==> config.mk <==
export PLATFORM = sky130hd
export DESIGN_NAME = decode_stage
export DESIGN_NICKNAME = d
export VERILOG_FILES = /design/src/rtl/decode_pkg.sv /design/src/rtl/decode_buf.sv /design/src/rtl/decode_stage.sv
export SDC_FILE = /design/constraint.sdc
export NUM_CORES = 1
export LEC_CHECK = 0
export ABC_CLOCK_PERIOD_IN_PS = 11400
export BUFFER_PORTS_ARGS = -buffer_cell sky130_fd_sc_hd__buf_2
export CORE_MARGIN = 3
export CORE_UTILIZATION = 30
export DETAILED_ROUTE_END_ITERATION = 12
export PLACE_DENSITY = 0.53
export SLEW_MARGIN = 5
export SYNTH_ARGS = -nofsm -noshare
export SYNTH_HDL_FRONTEND = slang
export SYNTH_HIERARCHICAL = 1
export SYNTH_SLANG_ARGS = --single-unit
export TNS_END_PERCENT = 50
==> constraint.sdc <==
create_clock -name clk -period 11.4 [get_ports clk]
set_clock_uncertainty 0.15 [all_clocks]
set_input_delay 1.14 -clock clk [delete_from_list [all_inputs] [get_ports clk]]
set_output_delay 1.14 -clock clk [all_outputs]
set_load 0.01 [all_outputs]
==> src/rtl/decode_pkg.sv <==
// Shared decode types and functions for the ARM-subset decode stage.
// DECODE_COND_EVAL_EN adds the cond_pass bit to the decoded record.
package decode_pkg;

   typedef enum logic [1:0] {
      OP_DP  = 2'b00,
      OP_MEM = 2'b01,
      OP_BR  = 2'b10,
      OP_ILL = 2'b11
   } op_e;

   typedef enum logic [3:0] {
      EQ = 4'h0, NE = 4'h1, CS = 4'h2, CC = 4'h3,
      MI = 4'h4, PL = 4'h5, VS = 4'h6, VC = 4'h7,
      HI = 4'h8, LS = 4'h9, GE = 4'ha, LT = 4'hb,
      GT = 4'hc, LE = 4'hd, AL = 4'he
   } cond_e;

   // imm is held 32 bits wide and already sign-correct, so any output width is a plain sign extension
   typedef struct packed {
      logic [3:0]  cond;
      op_e         op;
      logic [5:0]  funct;
      logic [3:0]  rn;
      logic [3:0]  rd;
      logic [3:0]  rm;
      logic [31:0] imm;
      logic        reg_write;
      logic        mem_to_reg;
      logic        mem_write;
      logic        branch;
      logic        illegal;
`ifdef DECODE_COND_EVAL_EN
      logic        cond_pass;
`endif
   } decoded_t;

   function automatic decoded_t decode_fn(input logic [31:0] instr);
      decoded_t d;
      d        = '0;
      d.cond   = instr[31:28];
      d.op     = op_e'(instr[27:26]);
      d.funct  = instr[25:20];
      d.rn     = instr[19:16];
      d.rd     = instr[15:12];
      d.rm     = instr[3:0];
      case (d.op)
         OP_DP: begin
            d.imm       = {24'b0, instr[7:0]};
            d.reg_write = 1'b1;
         end
         OP_MEM: begin
            d.imm        = {20'b0, instr[11:0]};
            d.reg_write  = instr[20];
            d.mem_to_reg = instr[20];
            d.mem_write  = ~instr[20];
         end
         OP_BR: begin
            d.imm    = {{6{instr[23]}}, instr[23:0], 2'b00};
            d.branch = 1'b1;
         end
         default: begin
            d.imm     = '0;
            d.illegal = 1'b1;
         end
      endcase
      return d;
   endfunction

   // nzcv = {N, Z, C, V}; the unnamed 4'hf encoding never passes
   function automatic logic cond_eval(input logic [3:0] cond, input logic [3:0] nzcv);
      logic n, z, c, v;
      {n, z, c, v} = nzcv;
      case (cond)
         EQ:      return z;
         NE:      return ~z;
         CS:      return c;
         CC:      return ~c;
         MI:      return n;
         PL:      return ~n;
         VS:      return v;
         VC:      return ~v;
         HI:      return c & ~z;
         LS:      return ~c | z;
         GE:      return n == v;
         LT:      return n != v;
         GT:      return ~z & (n == v);
         LE:      return z | (n != v);
         AL:      return 1'b1;
         default: return 1'b0;
      endcase
   endfunction

endpackage

==> src/rtl/decode_buf.sv <==
// DEPTH-entry valid/ready FIFO over an arbitrary record type, with synchronous flush.
// in_ready depends on registered occupancy only.
module decode_buf
   import decode_pkg::*;
#(
   parameter type         T     = decoded_t,
   parameter int unsigned DEPTH = 2
) (
   input  logic clk,
   input  logic rst,
   input  logic flush,
   input  logic in_valid,
   output logic in_ready,
   input  T     in_data,
   output logic out_valid,
   input  logic out_ready,
   output T     out_data
);

   localparam int unsigned PW = $clog2(DEPTH);

   logic [PW:0]   count;
   logic [PW-1:0] wr_ptr;
   logic [PW-1:0] rd_ptr;
   T              mem [DEPTH];
   logic          push;
   logic          pop;

   assign in_ready  = (count < (PW + 1)'(DEPTH));
   assign out_valid = (count != '0);
   assign out_data  = mem[rd_ptr];
   assign push      = in_valid & in_ready;
   assign pop       = out_valid & out_ready;

   // pointers wrap naturally because DEPTH is a power of two
   always_ff @(posedge clk or posedge rst) begin
      if (rst) begin
         count  <= '0;
         wr_ptr <= '0;
         rd_ptr <= '0;
         for (int unsigned i = 0; i < DEPTH; i++) mem[i] <= '0;
      end else if (flush) begin
         count  <= '0;
         wr_ptr <= '0;
         rd_ptr <= '0;
      end else begin
         if (push) begin
            mem[wr_ptr] <= in_data;
            wr_ptr      <= wr_ptr + 1'b1;
         end
         if (pop) rd_ptr <= rd_ptr + 1'b1;
         case ({push, pop})
            2'b10:   count <= count + 1'b1;
            2'b01:   count <= count - 1'b1;
            default: count <= count;
         endcase
      end
   end

endmodule

==> src/rtl/decode_stage.sv <==
// Handshaked instruction-decode stage: decode at acceptance, buffered record out.
// Optional feature macro: DECODE_COND_EVAL_EN (flags_nzcv in, cond_pass out).
module decode_stage
   import decode_pkg::*;
#(
   parameter int unsigned INSTR_W = 32,
   parameter int unsigned REG_AW  = 4,
   parameter int unsigned IMM_W   = 32,
   parameter int unsigned DEPTH   = 2
) (
   input  logic               clk,
   input  logic               rst,
   input  logic               flush,
   input  logic               in_valid,
   output logic               in_ready,
   input  logic [INSTR_W-1:0] in_instr,
   output logic               out_valid,
   input  logic               out_ready,
   output logic [3:0]         cond,
   output logic [1:0]         op,
   output logic [5:0]         funct,
   output logic [REG_AW-1:0]  rn,
   output logic [REG_AW-1:0]  rd,
   output logic [REG_AW-1:0]  rm,
   output logic [IMM_W-1:0]   imm,
   output logic               reg_write,
   output logic               mem_to_reg,
   output logic               mem_write,
   output logic               branch,
   output logic               illegal
`ifdef DECODE_COND_EVAL_EN
   ,
   input  logic [3:0]         flags_nzcv,
   output logic               cond_pass
`endif
);

   decoded_t dec;
   decoded_t head;

   always_comb begin
      dec = decode_fn(in_instr);
`ifdef DECODE_COND_EVAL_EN
      dec.cond_pass = cond_eval(in_instr[31:28], flags_nzcv);
`endif
   end

   decode_buf #(
      .T     (decoded_t),
      .DEPTH (DEPTH)
   ) u_buf (
      .clk       (clk),
      .rst       (rst),
      .flush     (flush),
      .in_valid  (in_valid),
      .in_ready  (in_ready),
      .in_data   (dec),
      .out_valid (out_valid),
      .out_ready (out_ready),
      .out_data  (head)
   );

   assign cond       = head.cond;
   assign op         = head.op;
   assign funct      = head.funct;
   assign rn         = head.rn[REG_AW-1:0];
   assign rd         = head.rd[REG_AW-1:0];
   assign rm         = head.rm[REG_AW-1:0];
   assign imm        = IMM_W'($signed(head.imm));
   assign reg_write  = head.reg_write;
   assign mem_to_reg = head.mem_to_reg;
   assign mem_write  = head.mem_write;
   assign branch     = head.branch;
   assign illegal    = head.illegal;
`ifdef DECODE_COND_EVAL_EN
   assign cond_pass  = head.cond_pass;
`endif

endmodule

==> flow_summary.yaml, run 1 <==
outcome:
  status: "complete, no violations"
critical_path:
  cp-end-kind: "output port"
  start_kind: "flop"
  required_ns: 10.11
  crit_fanout: 62
  path_class: "flop to output port"
  critical_path_arrival_ns: 2.09
  rr_worst_depth: 4
drt:
  ant_nets: 0
  first_pass_iters: 4
  vias_per_cell: 4.57
  via_count: 3461
  drt-total-wl_um: 12400
  wire_per_inst_um: 16.4
  drc: 0
  drt-initial-drc-count: 101
die:
  floorplan.die.width_um: 145
  io_pins: 100
  start_util: 0.307
  core_area_um2: 18800
  fp.dieH_um: 145
  dieArea_um2: 20900
  placementRows: 50
place:
  pre_cts_ws_ns: 8.25
  dpl.hpwl_um: 7570
  port_buffers: 99
  gp_congestion: 0.698
  post_dp_cell_area_um2: 6460
final_layout:
  drive_above_1_share: 0.650
  nets: 522
  final_cell_mix: "mux2_2 (174), dfrtp_1 (125), buf_2 (99)"
  syn_to_final_growth_pct: 22.6
  final_common_cell: "mux2_2"
  n_antenna_cell: 0
  final_cell_area_um2: 7080
power:
  pwr-share-seq: 0.413
  comb_power_share: 0.200
  switching_share: 0.248
  power_switching_mw: 0.357
  clkPwrFrac: 0.388
  peakVddDrop_mv: 0.100
  p_int_mw: 1.08
  p_leak_nw: 3.34
  powerDensity_nw_per_um2: 203
cts:
  hold_buffers: 0
  cts_tree: "built"
  postCtsSetupBuffers: 0
  clk_path_buf_depth: 2
  htreeDepth: 4
  clock-root-buffer: "clkbuf_16"
  cts_buffers: 17
  clk_latency_ns: 0.41
  clkSlewWorstSetupHoldPaths_ns: 0.06
  ctsResizeCount: 0
  cts.sink_count: 126
synth:
  synth_edf_count: 0
  synth_area_um2: 5770
  ys_types: 26
  syn_nets: 423
  ys_seq_area_frac: 0.546
  async_reset_ff_frac: 1.00
  syn_area_per_cell_um2: 15.0
  yosys_warnings: 6
  netlist_instances: 386
  synth.ff_latch_count: 126
  synth-main-ff-cell: "dfrtp_1"
timing:
  rsz0062_at_grt: "no"
  slew_viol_final: 0
  finalSetupTns_ns: 0
  finalSetupViolCount: 0
  finalCritPeriodShare: 0.296
  layout_setup_ws_ns: 8.02
  clock.fmax_mhz: 296
  fin_crit_ns: 3.38
  max_slew_margin: 0.371
  hold_viol: 0
  worstMarginPinSlew_ns: 0.944
global_routing:
  grt_pass1_vias: 3800
  grt_start_max_net_pins: 65
  antenna_found_initial: 0
  grt_pass1_wl_um: 19800
  overflow: 0
  grt_util_all_layers: 0.123
job:
  maxCapViolCount: 0
worst_hold_path:
  hp-class: "flop to flop"
  whs_path_depth: 1
-- area by class of cell --
cell class | instances | area (um^2)
inverter | 4 | 17.5
timing repair buffer | 103 | 526
sequential | 126 | 3150
tap | 260 | 325
fill | 1807 | 11800
clock inverter | 6 | 105
multi-input combinational | 233 | 2440
clock buffer | 25 | 505
-- logic make-up (layout without fill, tap and decap cells) --
logic type / Yosys count / after routing / share of synthesized area
AO/OA/AOI/OAI: 16 / 16 / 0.0217
XOR/XNOR: 2 / 2 / 0.00304
buffers and inverters: 27 / 138 / 0.0306
flip-flops: 126 / 126 / 0.546
multiplexers: 184 / 184 / 0.359
AND/OR/NAND/NOR: 31 / 31 / 0.0397
-- cell usage after synthesis, types with 2 or more instances --
master	number	area share
mux2_2	174	0.34
dfrtp_1	126	0.55
and2_1	11	0.012
buf_6	9	0.018
mux2_1	9	0.018
clkbuf_1	8	0.0052
a22o_1	6	0.0091
buf_2	6	0.0052
and2_2	5	0.0065
a22o_2	4	0.0069
inv_1	4	0.0026
a21oi_1	3	0.0026
and2b_2	3	0.0046
nand2b_1	2	0.0022
nor2_1	2	0.0013
nor2b_1	2	0.0022
o21ai_0	2	0.0017
xor2_1	2	0.0030
-- sequential cells by signal, indices dropped and copies added, names as in the netlist --
register	flops
u_buf/rd_ptr	1
u_buf/mem	122
u_buf/wr_ptr	1
u_buf/count	2
-- metrics by stage --
step / total power, mW / util / std cells / hold WS (ns)
floorplan: 0.795 / - / 386 / 0.302
finish: 1.44 / 0.376 / 757 / 0.331
global route: 1.52 / 0.376 / 757 / 0.351
detailed placement: 0.894 / 0.343 / 726 / 0.319
global placement: 0.880 / 0.343 / 726 / 0.312
CTS: 1.46 / 0.376 / 757 / 0.334
-- power by group through the flow --
stage               clock (mW)  combinational (mW)  sequential (mW)
floorplan                    0               0.210            0.585
global placement             0               0.286            0.594
detailed placement           0               0.293            0.601
CTS                      0.575               0.294            0.594
global route             0.593               0.316            0.606
finish                   0.557               0.287            0.593
-- critical path: stages (launching register included) --
cell and delay, ns:
dfrtp_2 0.34, buf_4 0.73, mux2_2 0.44, buf_2 0.14
-- per-layer routing --
metal / global-route usage / vias up / part of all wire
met5: 0 / - / 0
met3: 0.0391 / 9 / 0.050
met2: 0.197 / 82 / 0.48
met4: 0.0417 / 0 / 0.0099
met1: 0.159 / 1795 / 0.46
li1: - / 1575 / -
-- worst paths after layout --
check	slack, ns	to	start
setup / recovery	8.02	rm[1]	u_buf/rd_ptr$_DFFE_PP0P_
min in group asynchronous	0.73	u_buf/mem[111]$_DFFE_PP0P_	rst
max in group asynchronous	9.06	u_buf/mem[17]$_DFFE_PP0P_	rst
setup reg to reg	8.96	u_buf/mem[41]$_DFFE_PP0P_	u_buf/count[1]$_DFFE_PP0P_
hold reg to reg	0.33	u_buf/mem[11]$_DFFE_PP0P_	u_buf/mem[11]$_DFFE_PP0P_
hold / removal	0.33	u_buf/mem[11]$_DFFE_PP0P_	u_buf/mem[11]$_DFFE_PP0P_
Power figures use the tool's default switching activity.
==> run 2, diff against run 1 <==
ABC_AREA = 1   (was unset)
ABC_CLOCK_PERIOD_IN_PS = 3200   (was 11400)
clock period = 3.2 ns   (was 11.4 ns; I/O delays follow)
==> run 2 against run 1 <==
Sequential power increased to 4.1 times the previous value; area after synthesis increased by 7.7%; utilization decreased by 1.0 points; clock-buffer cell count decreased by 7; clock power increased to 3.7 times the previous value; combinational power increased to 6.9 times the previous value; critical path depth increased by 2; via count increased by 40%; critical path type unchanged; die area increased by 7.4%.
==> flow_summary.yaml, run 2 <==
outcome:
  status: "complete, no violations"
synth:
  synth.ff_latch_count: 126
  ys_types: 25
  synth_commonest_cells: "nand2_1 (316), dfrtp_1 (126), inv_1 (83)"
  ys_seq_area_frac: 0.507
  async_reset_ff_frac: 1.00
  yosys-top-cells-area: "dfrtp_1 (51%), nand2_1 (19%), o21ai_2 (7.2%)"
  synth_top_area_frac: 0.507
  netlist_instances: 761
  yosys_warnings: 6
  syn_nets: 798
  synth-main-ff-cell: "dfrtp_1"
  yosysTopAreaCell: "dfrtp_1"
  synth_area_um2: 6210
  syn_area_per_cell_um2: 8.17
  yosysMostFrequentCell: "nand2_1"
  synth_edf_count: 0
job:
  maxCapViolCount: 0
critical_path:
  required_ns: 2.73
  cp-end-kind: "output port"
  crit_fanout: 33
  path_class: "flop to output port"
  start_kind: "flop"
  critical_path_arrival_ns: 1.90
cts:
  postCtsSetupBuffers: 0
  clk_path_buf_depth: 2
  clock-root-buffer: "clkbuf_16"
  clkSlewWorstSetupHoldPaths_ns: 0.06
  clk_latency_ns: 0.40
  htreeDepth: 4
  cts_buffers: 17
  cts.sink_count: 126
  cts_tree: "built"
final_layout:
  top_regs: "u_buf/mem x122, u_buf/count x2"
  stdcell_count: 1125
  fillers: 2138
  nets: 879
  syn_to_final_growth_pct: 19.4
  drive_above_1_share: 0.264
  final_common_cell: "nand2_1"
  multi_input_comb_area_um2: 2370
  largest_reg_flops: 122
  utilization: 0.366
  largest_register: "u_buf/mem"
  final_cell_mix: "nand2_1 (316), dfrtp_1 (125), buf_2 (99)"
  seqCellArea_um2: 3150
  n_antenna_cell: 0
power:
  peakVddDrop_mv: 0.393
  p_leak_nw: 3.96
  powerDensity_nw_per_um2: 873
timing:
  hold_viol: 0
  slew_viol_final: 0
  hold_slack_ns: 0.0218
  finalSetupViolCount: 0
  clock.fmax_mhz: 422
  layout_setup_ws_ns: 0.828
  finalCritPeriodShare: 0.741
  worstMarginPinSlew_ns: 0.879
  finalSetupTns_ns: 0
  fin_crit_ns: 2.37
  max_slew_margin: 0.414
  rsz0062_at_grt: "no"
drt:
  ant_nets: 0
  drt-initial-drc-count: 242
  drc: 0
  first_pass_iters: 4
  via_count: 4840
  drt-total-wl_um: 15300
  vias_per_cell: 4.30
  wire_per_inst_um: 13.6
die:
  start_util: 0.306
  floorplan.die.width_um: 150
  core_area_um2: 20300
  dieArea_um2: 22500
  fp.dieH_um: 150
  placementRows: 52
  io_pins: 100
place:
  dp.cells: 1092
  gp_congestion: 0.765
  dpl.hpwl_um: 9880
  pre_cts_ws_ns: 1.06
  port_buffers: 99
global_routing:
  antenna_found_initial: 0
  grt_pass1_vias: 4587
  grt_util_all_layers: 0.141
  grt_start_max_net_pins: 100
  overflow: 0
  grt_pass1_wl_um: 24700
worst_hold_path:
  hp-class: "primary input to flop"
[run 2: logic make-up after synthesis]
kind of cell,Yosys count,share of synthesized area
AO/OA/AOI/OAI,126,0.132
XOR/XNOR,1,0.00141
buffers and inverters,133,0.111
flip-flops,126,0.507
AND/OR/NAND/NOR,375,0.248
[run 2: worst paths after layout]
check / from / to / slack, ns / depth (start not counted)
max: u_buf/rd_ptr$_DFFE_PP0P_ / rm[1] / 0.83 / 5
min: in_instr[25] / u_buf/mem[115]$_DFFE_PP0P_ / 0.02 / 3
max reg2reg: u_buf/count[1]$_DFFE_PP0P_ / u_buf/mem[77]$_DFFE_PP0P_ / 1.07 / 7
min reg2reg: u_buf/mem[7]$_DFFE_PP0P_ / u_buf/mem[7]$_DFFE_PP0P_ / 0.33 / 2
max in group asynchronous: rst / u_buf/mem[13]$_DFFE_PP0P_ / 2.00 / 4
min in group asynchronous: rst / u_buf/mem[34]$_DFFE_PP0P_ / 0.43 / 4
[run 2: timing repair]
item,CTS,global route
hold buffers,1,0
resized for setup,0,0
hold endpoints to repair,126,0
[run 2: through the flow]
step	instance area (um^2)	power (mW)
5_1_grt	7420	6.95
2_1_floorplan	6220	3.82
3_3_place_gp	6790	4.48
3_5_place_dp	6790	4.52
4_1_cts	7420	6.59
6_report	7420	6.48
[run 2: where the power goes]
| group | internal [mW] | switching, mW |
|---|---|---|
| Sequential | 2.16 | 0.303 |
| Clock | 1.30 | 0.732 |
| Combinational | 0.753 | 1.23 |
| Total | 4.22 | 2.26 |
[run 2: layout make-up]
type / count / share of cell area
well taps: 270 / 0.0455
flip-flops and latches: 126 / 0.425
repair buffers: 107 / 0.0803
inverters: 88 / 0.0460
clock buffers: 18 / 0.0578
clock inverters: 14 / 0.0256
multi-input cells: 502 / 0.320
[run 2: layer usage]
metal | GRT usage | part of all wire | vias up
met5 | 0 | 0 | -
met4 | 0.0489 | 0.019 | 0
met3 | 0.0333 | 0.035 | 22
met2 | 0.212 | 0.45 | 87
met1 | 0.199 | 0.50 | 2233
li1 | - | - | 2498
[run 2: critical path, stage by stage, from the launching register on]
cell and delay (ns):
dfrtp_2 0.40, inv_2 0.47, buf_12 0.29, nand2_1 0.07, nand2_1 0.10, buf_2 0.16
==> run 3, diff against run 2 <==
ABC_CLOCK_PERIOD_IN_PS = 2400   (was 3200)
clock period = 2.4 ns   (was 3.2 ns; I/O delays follow)
==> run 3 against run 2 <==
Global-route usage grew 0.79 points; worst hold slack lost 0.0038 ns; clock power grew 24%; design area grew 3.1%; final cell count grew 2.0%; sequential share of layout area shrank 1.3 points; register-to-register slack lost 0.37 ns; die area is the same; sequential power grew 35%; worst setup slack lost 0.59 ns; critical path depth shrank 1; clock-buffer cell count grew 1; highest routed layer unchanged.
==> flow_summary.yaml, run 3 (synthesis results as in run 2) <==
final_layout:
  multi_input_comb_area_um2: 2370
  nets: 901
  seqCellArea_um2: 3150
  syn_to_final_growth_pct: 23.1
  n_antenna_cell: 0
  final_common_cell: "nand2_1"
  largest_reg_flops: 122
  final_cell_mix: "nand2_1 (316), dfrtp_1 (125), buf_2 (99)"
  top_regs: "u_buf/mem x122, u_buf/count x2"
  fillers: 2176
  drive_above_1_share: 0.260
  largest_register: "u_buf/mem"
  stdcell_count: 1147
drt:
  wire_per_inst_um: 13.7
  drc: 0
  via_count: 4931
  vias_per_cell: 4.30
  drt-total-wl_um: 15700
  first_pass_iters: 4
  ant_nets: 0
  drt-initial-drc-count: 330
place:
  gp_congestion: 0.740
  port_buffers: 99
  dpl.hpwl_um: 10100
  dp.cells: 1094
critical_path:
  cpPeakStageDelay_ns: 0.59
  r2r_start: "u_buf/count[1]$_DFFE_PP0P_"
  cp_cell_sequence: "buf_4, nand2_1, nand2_1, buf_2"
  crit_start: "u_buf/rd_ptr$_DFFE_PP0P_"
  worst-path-buf-inv: 2
  crit_fanout: 61
  critical_path_arrival_ns: 1.77
  cp_top_family: "buffers and inverters"
  path_common_cell: "nand2_1"
  slowest_stage: "buf_4"
  cp-end-kind: "output port"
  path_class: "flop to output port"
  required_ns: 2.01
  start_kind: "flop"
timing:
  finalCritPeriodShare: 0.901
  clock.fmax_mhz: 462
  max_slew_margin: 0.487
  finalSetupViolCount: 0
  finalSetupTns_ns: 0
  worstMarginPinSlew_ns: 0.770
  rsz0062_at_grt: "no"
  hold_viol: 0
  fin_crit_ns: 2.16
  slew_viol_final: 0
power:
  pwr-share-seq: 0.388
  p_int_mw: 5.50
  switching_share: 0.355
  peakVddDrop_mv: 0.487
  powerDensity_nw_per_um2: 1110
  p_leak_nw: 4.05
  power_switching_mw: 3.02
  clkPwrFrac: 0.297
  comb_power_share: 0.315
cts:
  cts_buffers: 17
  cts.sink_count: 126
  cts_tree: "built"
  clock-root-buffer: "clkbuf_16"
  clk_path_buf_depth: 2
  htreeDepth: 4
  clk_latency_ns: 0.41
  clkSlewWorstSetupHoldPaths_ns: 0.06
  ctsResizeCount: 0
die:
  core_area_um2: 20300
  dieArea_um2: 22500
  io_pins: 100
  placementRows: 52
  start_util: 0.306
  floorplan.die.width_um: 150
  fp.dieH_um: 150
outcome:
  status: "complete, no violations"
global_routing:
  antenna_found_initial: 0
  overflow: 0
  grt_pass1_vias: 4959
  grt_util_all_layers: 0.149
  grt_pass1_wl_um: 26200
  grt_start_max_net_pins: 127
worst_hold_path:
  min_from: "in_instr[3]"
  hp-class: "primary input to flop"
job:
  maxCapViolCount: 0
-- run 3: timing repair --
item / 4_1_cts / 5_1_grt
endpoints found under the hold margin: 160 / 0
hold buffers: 21 / 0
buffers inserted: 0 / 0
-- run 3: through the flow --
step / cell area [um^2] / util / setup WS (ns) / total power, mW / hold slack, ns
after floorplan: 6220 / - / 0.457 / 5.09 / 0.238
after global placement: 6860 / 0.338 / 0.681 / 6.01 / 0.314
after detailed placement: 6860 / 0.338 / 0.677 / 6.05 / 0.317
after CTS: 7650 / 0.377 / 0.219 / 8.66 / 0.00390
after global routing: 7650 / 0.377 / 0.105 / 9.21 / 0.00352
final: 7650 / 0.377 / 0.237 / 8.52 / 0.0179
-- run 3: final cells by class --
cell class	instances	share of cell area
timing repair buffer	129	0.113
tap	270	0.0442
clock inverter	13	0.0183
sequential	126	0.412
inverter	88	0.0447
clock buffer	19	0.0579
multi-input combinational	502	0.310
-- run 3: worst min-delay path: cells and delay by family --
kind	cells	cell delay (ns)
AOI/OAI and AO/OA	1	0.06
buffers and inverters	2	0.23
-- run 3: power by group through the flow --
stage | Sequential, mW | Clock (mW) | Combinational (mW)
floorplan | 3.22 | 0 | 1.86
global placement | 3.33 | 0 | 2.68
detailed placement | 3.34 | 0 | 2.71
CTS | 3.31 | 2.60 | 2.74
global route | 3.42 | 2.72 | 3.07
finish | 3.31 | 2.53 | 2.68
-- run 3: final timing paths --
kind	endpoint	slack, ns	cells after the start
worst max-delay path	imm[0]	0.24	4
worst min-delay path	u_buf/mem[101]$_DFFE_PP0P_	0.02	3
worst max register to register	u_buf/mem[45]$_DFFE_PP0P_	0.70	6
worst min register to register	u_buf/mem[70]$_DFFE_PP0P_	0.33	2
max in group asynchronous	u_buf/mem[115]$_DFFE_PP0P_	1.09	4
min in group asynchronous	u_buf/mem[94]$_DFFE_PP0P_	0.38	4
-- run 3: layer usage --
| metal | GRT usage | share of wire | up-vias |
|---|---|---|---|
| li1 | - | - | 2540 |
| met1 | 0.202 | 0.49 | 2281 |
| met2 | 0.238 | 0.46 | 96 |
| met3 | 0.0376 | 0.040 | 14 |
| met4 | 0.0403 | 0.014 | 0 |
| met5 | 0 | 0 | - |
